**src/rtl/mux_scan_ctrl.sv**
```systemverilog
// mux_scan_ctrl: steps a downstream 4:1 mux through the enabled channels,
// waits a programmable settle time on each one, and captures mux_y into a
// per-channel result word. Supports single-shot and continuous scanning.
//
//   state  | meaning
//   -------+------------------------------------------------------------
//   IDLE   | selects parked at channel a, waiting for an accepted start
//   SETTLE | holding a channel for dwell+1 cycles, capture on the last one
//   DONE   | one cycle presenting the finished result, then idle or rescan
module mux_scan_ctrl #(
    parameter int DWELL_W = 8
) (
    input  logic               clk,
    input  logic               rst,
    input  logic               start,
    input  logic               stop,
    input  logic               cont,
    input  logic [3:0]         en_mask,
    input  logic [DWELL_W-1:0] dwell,
    input  logic               mux_y,
    output logic               s1,
    output logic               s2,
    output logic               busy,
    output logic [3:0]         sample,
    output logic               sample_valid,
    output logic               mask_err
);

    typedef enum logic [1:0] {
        IDLE   = 2'd0,
        SETTLE = 2'd1,
        DONE   = 2'd2
    } state_t;

    state_t             state;
    logic [1:0]         ch;
    logic [DWELL_W-1:0] dwell_cnt;
    logic               cont_q;
    logic [3:0]         mask_q;
    logic [DWELL_W-1:0] dwell_q;
    logic [3:0]         work;

    logic [1:0]         first_in;
    logic [1:0]         first_q;
    logic [1:0]         nxt_ch;
    logic               nxt_valid;
    logic [3:0]         cap_word;
    logic               dwell_hit;

    // Selects come straight from the channel register.
    assign s1 = ch[0];
    assign s2 = ch[1];

    assign dwell_hit = (dwell_cnt == dwell_q);

    // Lowest enabled channel, for the incoming mask and for the latched one.
    always_comb begin
        first_in = 2'd0;
        first_q  = 2'd0;
        for (int i = 3; i >= 0; i--) begin
            if (en_mask[i]) first_in = 2'(i);
            if (mask_q[i])  first_q  = 2'(i);
        end
    end

    // Next enabled channel above the current one; disabled channels cost nothing.
    always_comb begin
        nxt_valid = 1'b0;
        nxt_ch    = ch;
        for (int i = 3; i >= 0; i--) begin
            if ((i > int'(ch)) && mask_q[i]) begin
                nxt_valid = 1'b1;
                nxt_ch    = 2'(i);
            end
        end
    end

    // Working word with the current channel's capture merged in, so the final
    // channel's bit lands in sample in the same edge that enters DONE.
    always_comb begin
        cap_word     = work;
        cap_word[ch] = mux_y;
    end

    // Scan sequencer with registered outputs; stop aborts from any state.
    always_ff @(posedge clk) begin
        if (rst) begin
            state        <= IDLE;
            ch           <= 2'd0;
            dwell_cnt    <= '0;
            cont_q       <= 1'b0;
            mask_q       <= 4'd0;
            dwell_q      <= '0;
            work         <= 4'd0;
            busy         <= 1'b0;
            sample       <= 4'd0;
            sample_valid <= 1'b0;
            mask_err     <= 1'b0;
        end else begin
            sample_valid <= 1'b0;
            mask_err     <= 1'b0;
            if (stop) begin
                state     <= IDLE;
                ch        <= 2'd0;
                dwell_cnt <= '0;
                busy      <= 1'b0;
            end else begin
                case (state)
                    IDLE: begin
                        ch   <= 2'd0;
                        busy <= 1'b0;
                        if (start) begin
                            if (en_mask != 4'd0) begin
                                cont_q    <= cont;
                                mask_q    <= en_mask;
                                dwell_q   <= dwell;
                                work      <= 4'd0;
                                ch        <= first_in;
                                dwell_cnt <= '0;
                                busy      <= 1'b1;
                                state     <= SETTLE;
                            end else begin
                                mask_err <= 1'b1;
                            end
                        end
                    end
                    SETTLE: begin
                        if (dwell_hit) begin
                            work      <= cap_word;
                            dwell_cnt <= '0;
                            if (nxt_valid) begin
                                ch <= nxt_ch;
                            end else begin
                                sample       <= cap_word;
                                sample_valid <= 1'b1;
                                state        <= DONE;
                            end
                        end else begin
                            dwell_cnt <= dwell_cnt + DWELL_W'(1);
                        end
                    end
                    DONE: begin
                        if (cont_q) begin
                            ch        <= first_q;
                            work      <= 4'd0;
                            dwell_cnt <= '0;
                            state     <= SETTLE;
                        end else begin
                            ch    <= 2'd0;
                            busy  <= 1'b0;
                            state <= IDLE;
                        end
                    end
                    default: begin
                        ch        <= 2'd0;
                        dwell_cnt <= '0;
                        busy      <= 1'b0;
                        state     <= IDLE;
                    end
                endcase
            end
        end
    end

endmodule
```
**config.mk**
```make
export PLATFORM = sky130hd
export DESIGN_NAME = mux_scan_ctrl
export DESIGN_NICKNAME = d
export VERILOG_FILES = /design/src/rtl/mux_scan_ctrl.sv
export SDC_FILE = /design/constraint.sdc
export NUM_CORES = 1
export LEC_CHECK = 0
export CORE_UTILIZATION = 45
export DETAILED_ROUTE_END_ITERATION = 10
export MAX_ROUTING_LAYER = met4
export PLACE_DENSITY = 0.71
export RECOVER_POWER = 50
export SYNTH_ARGS = -nofsm -noshare
export SYNTH_HDL_FRONTEND = slang
export SYNTH_SLANG_ARGS = --single-unit
```
**constraint.sdc**
```tcl
create_clock -name clk -period 2 [get_ports clk]
set_clock_uncertainty 0.15 [all_clocks]
set_input_delay 0.5 -clock clk [delete_from_list [all_inputs] [get_ports clk]]
set_output_delay 0.5 -clock clk [all_outputs]
set_load 0.01 [all_outputs]
```
Word-level counts from Yosys, hierarchy flattened
Cells that the tools add are included.

Add/subtract/negate cells: 1. Order comparisons: 5. Eq/ne operators: 11. Mux-type cells: 45. Bitwise gates (word level): 6. Reductions and logical operators: 17.

Operator list (number): 2-bit two-way mux (20); 8-bit two-way mux (4); 8-bit case mux with 3 select lines (1); 4-bit two-way mux (4); 2-bit != test, second input constant (7); 2-bit case mux with 3 select lines (2); 4-bit case mux with 3 select lines (1); 4-bit AND reduction (3); 1-bit two-way mux (10); 8-bit by 1-bit adder with 8-bit output, second input constant (1); 8-bit equality test (1); 4-bit OR reduction (2); 1-bit inverter (6); 3-bit AND reduction (2); 6-bit AND reduction (1); 4-bit bitwise mux (1); 2-bit greater-than comparator, first input constant (2); 1-bit logical AND (4); 4-bit != test, second input constant (1); 4-bit nonzero test (1); 2-bit by 3-bit less-than comparator with 1-bit output, second input constant (1); 1-bit case mux with 3 select lines (1); 3-bit nonzero test (1); 1-bit demux with 2-bit select (1); 7 further kinds (7).

Register bits after elaboration: 36. Input port bits: 18. Output and inout bits: 9. Logic and storage cells: 96.

Logic depth before layout (Yosys ltp)
Word-level depth: 8. Mapped depth: 6. Gate-level depth less buffers: 5.

Worst setup path before layout
Ideal clock, no wire load.

Kind: input port to flip-flop. Start point: input en_mask[3]. End point: register work[3]. Setup time: 70 ps. Arrival time: 1706 ps. Required time: 1780 ps. Slack: 73 ps. Stages on the path: 5. Path buffers: 0. Cell sequence: o41ai_2 -> o21ai_0 -> nor3b_1 -> a211oi_1 -> o2bb2ai_1.

Longest elaborated chain between the ends: 3.

RTL lines: from (decl) (line 18) `input logic [3:0] en_mask,`; 4-bit nonzero test (line 113) `if (en_mask != 4'd0) begin`; 2-bit != test (no source line); 6-bit AND reduction (no source line); to (signal assigned) (line 129) `work <= cap_word;`; to (decl) (line 41) `logic [3:0] work;`.

Every way passes these cells. A chain may end at the register's enable or synchronous reset.

Worst setup path in the final report
Start point: input start. End point: register work[1].

Longest elaborated chain between the ends: 2.

RTL lines: from (decl) (line 15) `input logic start,`; 2-bit != test (no source line); 6-bit AND reduction (no source line).

Every way passes these cells.

==> metrics <==
status=complete, no violations; Synth area leaders=dfxtp_1 42%, mux2i_1 10%, nor2_1 5.7%, xnor2_1 5.1%, a21oi_1 3.2%; maximum VDD drop=492.5 uV; FMAX=0.5192 GHz; R2R setup slack=0.12 ns; drt initial violations=68; DRC=0; Yosys warnings=0; post-route minimum period=about 1.9 ns; post-synth top area share=41.86%; #FFs+latches synth=36; Startpoint Class=primary input; CTS H-tree depth=2; Psw=0.4101 mW; Die X=63.86 um; total CTS buffers=5; Worst Path Required=between 2 and 2.5 ns; DRT antenna net count=0; area leader, netlist=dfxtp_1; initial cell density of the core=47.03%; CTS Hold Bufs=0; worst min-delay path class=flip-flop to flip-flop; CP Capture Type=flip-flop; switching share of total power=23.58%; Nets=around 270; fin crit share=roughly 96%; synth-to-layout area growth=41.57%; Root Buffer=clkbuf_8; vias=roughly 1,600; Crit Path Category=primary input to flip-flop; layout cells sized above 1=a little over a fifth; Final Hold Viols=0; io pins=27; r2r endpoint=sample[0]; Post-Syn Instances=around 190; ant diodes=0; hold path cells=1; sequential share of the synthesized area=41.86%; Std-Cell Core Area=3661 sq um; vias in the first global route=1,507; global-route wire length before repair=between 6000 and 7000 um; WHS=roughly 0.31 ns; slew of the pin with the lowest slew margin=roughly 0.32 ns; CP Max Fanout=4; die height=63.86 um; Pint=1.329 mW; worst hold endpoint=work[3]; Die Area=4077 sq um; CTS tree=built; largest net degree at the start of global routing=22; Setup TNS=0 ns; relative slew slack=about four fifths; antenna violations before repair=0; Final Cell Area=2437 sq um; Routed WL per cell=13.35 um; Site Rows=22; P_leak=between 0.9 and 1 nW; final weighted congestion in routability-driven placement=0.8498; Cell Pwr Density=approximately 710 nW/um^2; R2R cell count=5; gr ovfl total=0; Netlist cell types=40; register share of total power=between 40 and 50%; Combinational Power Share=16.1%; first-pass detailed-route iteration total=4; CP Data Arrival Time=1.96 ns; syn nets=212; reg-to-reg startpoint=dwell_cnt[5]; GRT Total Usage=22.33%; CTS Sinks=36; maximum root-to-sink buffer count=2; placed cell area=2225 sq um; port buffer count=26; Setup Viol. Count Final=0; Max-cap violations=0; syn avg cell area=8.920 sq um; Clk network pwr share=roughly two fifths; vias per cell=5.301; Final Slew Violations=0; clock slew seen by the registers of the worst setup and hold paths=0.07 ns; Syn Std Cell Area=1722 sq um; HPWL Detailed=2853 um; clock latency at the later pin of the worst-skew pair=0.30 ns; HP Start=work[3]; Post-Route WL=3991 um
-- metal layers --
layer  share of wire [%]  routed length, um  GRT usage [%]  vias to the layer above
met4                 3.0                119          12.50                        0
met5                   0                  0              -                        -
met2                  48               1916          36.17                       31
met1                  46               1829          25.94                      725
met3                 3.2                126          4.107                       12
li1                    -                  -              -                      817
-- metrics by stage --
stage	util [%]	setup slack, ns	cells	total power [mW]
after floorplan	-	0.07318	193	0.8984
after global placement	60.77	-0.4130	288	1.021
after detailed placement	60.77	-0.4576	288	1.024
after CTS	64.63	0.01207	297	1.726
after global routing	66.58	-0.01739	299	1.811
final	66.58	0.07410	299	1.739
-- synth_stat cells, drive strengths merged --
library cell  number
nand4              5
o32a               1
nand3              3
o2bb2ai            6
dfxtp             36
a21o               2
inv                5
or3b               1
o21ai              9
nor2b              3
mux2i             18
and3               3
ha                 1
nor3               8
xnor2             10
o21a               2
a211oi             2
or3                6
a21oi             11
nand2b             2
o31a               1
o41ai              2
buf                3
o32ai              1
nand2             10
o311ai             1
o31ai              1
a22oi              2
or2                1
o21bai             3
and4               2
nor2              26
nor3b              2
clkbuf             3
nor4               1
-- power groups by stage --
stage               clock, mW  combinational, mW  sequential [mW]
floorplan                   0              0.132            0.766
global placement            0              0.254            0.767
detailed placement          0              0.256            0.768
CTS                     0.712              0.262            0.751
global route            0.750              0.306            0.754
finish                  0.708              0.279            0.752
-- layout by cell type, fill, tap and decap left out, types with 2 or more instances in the layout --
master	synthesis	layout
dfxtp_2	0	4
clkdlybuf4s50_1	0	22
nor2_1	26	25
o21ai_0	8	7
a22oi_1	2	2
or3_1	6	5
inv_1	5	5
nand2b_1	2	2
mux2i_1	18	16
clkbuf_8	0	7
nor3_1	8	8
nor2b_1	3	3
o2bb2ai_1	6	6
a21oi_1	11	11
and3_1	3	3
mux2i_2	0	2
o21ai_1	1	2
xnor2_1	10	10
dfxtp_1	36	32
nand3_1	3	3
nand4_1	5	5
nand2_1	10	9
nor3b_1	2	2
dlymetal6s2s_1	0	3
o21a_1	2	2
o21bai_1	3	3
buf_4	0	28
-- repair_timing --
action                     CTS  global route
cloned                       0             1
buffers inserted             1             1
setup endpoints to repair   21            21
resized for setup            5            13
pin swaps                    2             4
-- logic make-up after synthesis --
| family | Yosys count | share of synthesized area, % |
|---|---|---|
| and+or+nand+nor | 73 | 21.15 |
| AOI/OAI and AO/OA | 44 | 17.73 |
| DFF | 36 | 41.86 |
| muxes | 18 | 10.46 |
| buffers and inverters | 11 | 2.980 |
| xor gates and xnor gates | 10 | 5.087 |
| adders and majority gates | 1 | 0.7266 |
-- worst max-delay path: stages --
cell,delay [ns]
clkdlybuf4s50_1,0.48
buf_4,0.11
o41ai_2,0.07
o21ai_1,0.20
nor3b_1,0.27
a211oi_2,0.06
buf_4,0.16
o2bb2ai_1,0.11
-- sequential cells by signal, summed over array words and instances (netlist names) --
name and flops:
dwell_cnt 8, mask_err 1, sample_valid 1, busy 1, mask_q 4, ch 2
sample 4, state 2, cont_q 1, dwell_q 8, work 4
-- worst max path at each step --
stage,from,end,slack (ns)
after floorplan,en_mask[3],work[3],0.07
after global placement,en_mask[3],work[1],-0.41
after detailed placement,en_mask[3],work[2],-0.46
after CTS,en_mask[0],work[2],0.01
after global routing,start,work[0],-0.02
final,start,work[1],0.07
-- final cells by class --
type                       count  area (sq um)
clock buffer                   7         96.34
clock inverter                 1         30.03
fill                         302          1224
inverter                       5         18.77
multi-input combinational    146         984.7
sequential                    36         725.7
tap                           48         60.06
timing repair buffer          56         521.8
Power figures use the tool's default switching activity.
